<file path="src/rtl/pipe_pkg.sv">
// Pipeline-wide register-index types and forwarding select encodings,
// shared by the load-use scoreboard and the EX forwarding unit.
package pipe_pkg;

  localparam int unsigned REG_W = 5;
  localparam int unsigned NREGS = 32;

  typedef logic [REG_W-1:0] reg_idx_t;

  localparam reg_idx_t REG_ZERO = 5'd0;

  typedef enum logic [1:0] {
    FWD_NONE = 2'b00,
    FWD_WB   = 2'b01,
    FWD_MEM  = 2'b10
  } fwd_sel_e;

endpackage

</file>
<file path="src/rtl/reg_decoder.sv">
// Register index to one-hot mask decoder with enable.
module reg_decoder
  import pipe_pkg::*;
#(
  parameter int unsigned N = 32
) (
  input  logic         en,
  input  reg_idx_t     idx,
  output logic [N-1:0] onehot
);

  always_comb begin
    onehot = '0;
    for (int unsigned i = 0; i < N; i++) begin
      if (en && (idx == REG_W'(i))) onehot[i] = 1'b1;
    end
  end

endmodule

</file>
<file path="src/rtl/load_use_scoreboard.sv">
// Tracks in-flight load destinations and stalls ID until a load's data can be
// forwarded from MEM/WB; also counts stall cycles (saturating).
module load_use_scoreboard
  import pipe_pkg::*;
#(
  parameter int unsigned NREGS = 32,
  parameter int unsigned CNT_W = 16
) (
  input  logic             CLK,
  input  logic             RST_N,
  input  logic             ID_Valid,
  input  reg_idx_t         IF_IDRegisterRs,
  input  reg_idx_t         IF_IDRegisterRt,
  input  logic             ID_UsesRs,
  input  logic             ID_UsesRt,
  input  logic             ID_MemRead,
  input  logic             ID_RegWrite,
  input  reg_idx_t         ID_RegisterRd,
  input  logic             EX_MEMMemRead,
  input  reg_idx_t         EX_MEMRegisterRd,
  input  logic             MEM_Ready,
  input  logic             EX_Flush,
  input  logic             ID_EXMemRead,
  input  reg_idx_t         ID_EXRegisterRd,
  output logic             Stall,
  output logic [NREGS-1:0] LoadPending,
  output logic [CNT_W-1:0] StallCount
);

  logic [NREGS-1:0] pend, pend_next, eff;
  logic [NREGS-1:0] set_mask, clr_mask, sq_mask;
  logic [CNT_W-1:0] cnt;
  logic             set_en, clr_en, sq_en;
  logic             rs_hit, rt_hit;

  // set_en depends on Stall, and Stall only on clr_mask, so there is no loop
  assign clr_en = EX_MEMMemRead & MEM_Ready & (EX_MEMRegisterRd != REG_ZERO);
  assign sq_en  = EX_Flush & ID_EXMemRead & (ID_EXRegisterRd != REG_ZERO);
  assign set_en = ID_Valid & ID_MemRead & ID_RegWrite &
                  (ID_RegisterRd != REG_ZERO) & ~Stall & MEM_Ready;

  reg_decoder #(.N(NREGS)) u_set_dec (
    .en     (set_en),
    .idx    (ID_RegisterRd),
    .onehot (set_mask)
  );

  reg_decoder #(.N(NREGS)) u_clr_dec (
    .en     (clr_en),
    .idx    (EX_MEMRegisterRd),
    .onehot (clr_mask)
  );

  reg_decoder #(.N(NREGS)) u_sq_dec (
    .en     (sq_en),
    .idx    (ID_EXRegisterRd),
    .onehot (sq_mask)
  );

  // A load completing this cycle is forwardable next cycle: no stall for it
  assign eff    = pend & ~clr_mask;
  assign rs_hit = ID_UsesRs & eff[IF_IDRegisterRs] & (IF_IDRegisterRs != REG_ZERO);
  assign rt_hit = ID_UsesRt & eff[IF_IDRegisterRt] & (IF_IDRegisterRt != REG_ZERO);
  assign Stall  = (ID_Valid & (rs_hit | rt_hit)) | ~MEM_Ready;

  always_comb begin
    pend_next    = (pend & ~clr_mask & ~sq_mask) | set_mask;
    pend_next[0] = 1'b0;
  end

  always_ff @(posedge CLK) begin
    if (!RST_N) begin
      pend <= '0;
      cnt  <= '0;
    end else begin
      pend <= pend_next;
      if (Stall && (cnt != '1)) cnt <= cnt + 1'b1;
    end
  end

  assign LoadPending = pend;
  assign StallCount  = cnt;

endmodule

</file>
<file path="config.mk">
export PLATFORM = sky130hd
export DESIGN_NAME = load_use_scoreboard
export DESIGN_NICKNAME = d
export VERILOG_FILES = /design/src/rtl/pipe_pkg.sv /design/src/rtl/reg_decoder.sv /design/src/rtl/load_use_scoreboard.sv
export SDC_FILE = /design/constraint.sdc
export NUM_CORES = 1
export LEC_CHECK = 0
export ABC_AREA = 0
export CAP_MARGIN = 15
export CORE_ASPECT_RATIO = 1.25
export CORE_UTILIZATION = 49
export DETAILED_ROUTE_END_ITERATION = 10
export HOLD_SLACK_MARGIN = 0.15
export PLACE_DENSITY = 0.83
export SLEW_MARGIN = 20
export SYNTH_ARGS = -nofsm -noshare
export SYNTH_HDL_FRONTEND = slang
export SYNTH_SLANG_ARGS = --single-unit
</file>
<file path="constraint.sdc">
create_clock -name CLK -period 3.3 [get_ports CLK]
set_input_delay 0.66 -clock CLK [delete_from_list [all_inputs] [get_ports CLK]]
set_output_delay 0.66 -clock CLK [all_outputs]
set_load 0.02 [all_outputs]
</file>
==> impl_metrics.json <==
{
  "grt-ovfl-total": 0,
  "p_per_area_mw_per_mm2": 263.0,
  "multiInputGateArea_mm2": 0.002253,
  "clk_pin_slew_ps": 90,
  "grt_pass1_vias": 4223,
  "worstRegToRegCells": 10,
  "fin_skew_ps": 5.598,
  "reg2reg_from": "LoadPending[31]",
  "fin_cells": 635,
  "synth-main-ff-cell": "dfxtp_1",
  "drt_first_pass_iters": 6,
  "yosys.area_share.xor_xnor_pct": 0.2699,
  "hold_end": "StallCount[1]",
  "synth-simple-area-share_pct": 23.67,
  "area_growth_syn_to_layout_pct": 54.43,
  "grt_max_degree": 34,
  "ys_ff_latch": 47,
  "synth_mux_area_share_pct": 5.474,
  "grt_setup_unrepaired": "yes",
  "place_congestion": 0.9979,
  "finalSetupViolCount": 0,
  "die_h_um": 92.99,
  "placeableCoreArea_mm2": 0.006286,
  "die_area_mm2": 0.006955,
  "min_from": "StallCount[1]",
  "cp.arrival_ps": 2630,
  "portBuffers": 83,
  "yosys.area_share.adder_pct": 0.3855,
  "num-fill-cells": 426,
  "register_area_um2": 940.9,
  "timing.fmax_ghz": 0.3044,
  "vias_per_cell": 6.617,
  "grt_usage_pct": 40.92,
  "holdCritPathClass": "reg -> reg",
  "worstSetupPathType": "in -> out",
  "synth_cells": 401,
  "die_w_um": 74.80,
  "ios": 85,
  "clk_latency_ps": 310,
  "synth_nets": 438,
  "period_share_pct": 99.56,
  "rrSetupSlack_ps": 550,
  "cts_tree": "yes",
  "holdWs_ps": 506.3,
  "ant_nets": 0,
  "drive_above_1_share_pct": 27.27,
  "dr.first_iter.drc_count": 380,
  "synth_top_family_by_area": "compound AO/OA/AOI/OAI gates",
  "worstSetupEndpointType": "output port",
  "cap_violations": 0,
  "ys_seq_area_share_pct": 28.99,
  "avgSynthCellArea_um2": 8.094,
  "syn_area_mm2": 0.003246,
  "antennaDiodeCount": 0,
  "final_cell_mix": "buf_4, clkdlybuf4s50_1, dfxtp_1",
  "rr_endpoint": "StallCount[15]",
  "cts_max_path_buffers": 2,
  "worst_ep_required_time_ps": 2640,
  "peakVddDrop_mv": 0.2648,
  "root_buffer": "clkbuf_8",
  "synth_cell_type_count": 67,
  "worstHoldPathCells": 2,
  "dp.cells": 619,
  "wl_um": 13580,
  "fin_total_pwr_mw": 1.318,
  "vias": 4202,
  "yosys_warnings": 0,
  "drcViolationCount": 0,
  "fin_nets": 586,
  "fin_crit_ps": 3285,
  "placed_area_mm2": 0.004684,
  "synth-edff-count": 0,
  "maxSlewHeadroom_pct": 52.30,
  "cts_inserted_buffers": 5,
  "layout.cells.most_common": "buf_4",
  "cp_max_fo": 6,
  "hold_viol": 0,
  "cp-start-kind": "input pin",
  "fin_setup_tns_ps": 0,
  "tightest_slew_ps": 714.0,
  "initial_utilization_pct": 51.63,
  "p_leak_nw": 1.793,
  "synthArstFlopShare_pct": 0,
  "wl_per_cell_um": 21.38,
  "cts_sinks": 47,
  "antenna_found_initial": 0,
  "status": "completed",
  "final_max_slew_viol_count": 0,
  "dp_hpwl_um": 10050,
  "fin_area_mm2": 0.005012,
  "synth_compound_area_share_pct": 35.35,
  "rows": 32,
  "cts_max_level": 2,
  "grt_pass1_wl_um": 21530
}
## repair_timing
item	in CTS	in global routing
gates resized for setup	81	10
endpoints found under the setup margin	48	2
hold buffers	0	0
setup buffers	9	1
pin swaps	16	7
cloned	0	0
## worst max path at each step
stage | end | start
2_1_floorplan | Stall | EX_MEMRegisterRd[4]
3_3_place_gp | Stall | EX_MEMRegisterRd[4]
3_5_place_dp | Stall | EX_MEMRegisterRd[4]
4_1_cts | Stall | EX_MEMRegisterRd[4]
5_1_grt | Stall | EX_MEMRegisterRd[3]
6_report | Stall | EX_MEMRegisterRd[4]
## power breakdown
group	internal, mW	switching, mW
logic	0.125	0.157
registers	0.571	0.00489
clock network	0.249	0.212
total	0.945	0.373
## per-layer routing
layer  global-route usage, %  wire length (um)
met5                       0                 0
met4                   26.26               842
met2                   68.24              6752
met1                   45.50              4851
met3                   9.591              1129
## logic make-up after synthesis
kind of cell | count (synthesis)
simple gates | 128
fa+ha+maj | 1
flops | 47
buf+inv | 42
xor+xnor | 1
mux | 11
other cells | 1
compound gates | 170
## layout make-up
cell class,count,area share [%]
clock inverters,2,0.7738
flip-flops and latches,47,18.77
repair buffers,169,30.68
inverters,14,1.048
multi-input cells,312,44.96
clock buffers,6,1.648
well taps,85,2.122
## through the flow
step | util, % | worst slack (ps)
after global routing | 79.74 | -51.86
after global placement | 74.52 | -1022
after floorplan | - | 110.6
after CTS | 78.92 | 0.6295
after detailed placement | 74.52 | -941.2
final | 79.74 | 14.60
## critical path: stages
cell and delay [ps]:
buf_8 90, buf_6 90, or3b_4 430, o21ai_4 200, mux2i_1 90, o311a_1 290, a221o_1 360, a22oi_4 190
o21ai_2 90, buf_6 130
## cells in the mapped netlist (all sizes together), types with 2 or more instances
| cell | count | area, um2 |
|---|---|---|
| nor2b | 4 | 25.02 |
| a221o | 2 | 20.02 |
| or3 | 9 | 56.30 |
| nand3b | 5 | 37.54 |
| nand2 | 19 | 73.82 |
| nor2 | 23 | 86.33 |
| a21oi | 46 | 230.2 |
| mux4 | 5 | 112.6 |
| or3b | 2 | 20.02 |
| and4 | 2 | 17.52 |
| inv | 14 | 52.55 |
| clkbuf | 15 | 57.55 |
| nor3 | 14 | 80.08 |
| o31ai | 6 | 45.04 |
| nand2b | 3 | 18.77 |
| mux2i | 2 | 20.02 |
| o211ai | 17 | 127.6 |
| nor4 | 11 | 96.34 |
| a22o | 12 | 105.1 |
| nand4 | 3 | 25.02 |
| and3 | 3 | 18.77 |
| o41ai | 2 | 25.03 |
| buf | 13 | 76.32 |
| a31oi | 5 | 31.28 |
| o2111ai | 7 | 61.31 |
| o22ai | 2 | 12.51 |
| o21ai | 41 | 209.0 |
| mux2 | 4 | 45.04 |
| or4 | 5 | 37.54 |
| dfxtp | 47 | 940.9 |
| nand4b | 4 | 41.29 |
| nand3 | 16 | 92.59 |
| o21a | 19 | 142.6 |
| nor4b | 2 | 17.52 |
## registers in the layout, indices dropped and copies added (netlist names)
register	count
StallCount	16
LoadPending	31
Note: power is estimated with default switching activity, not from simulation.
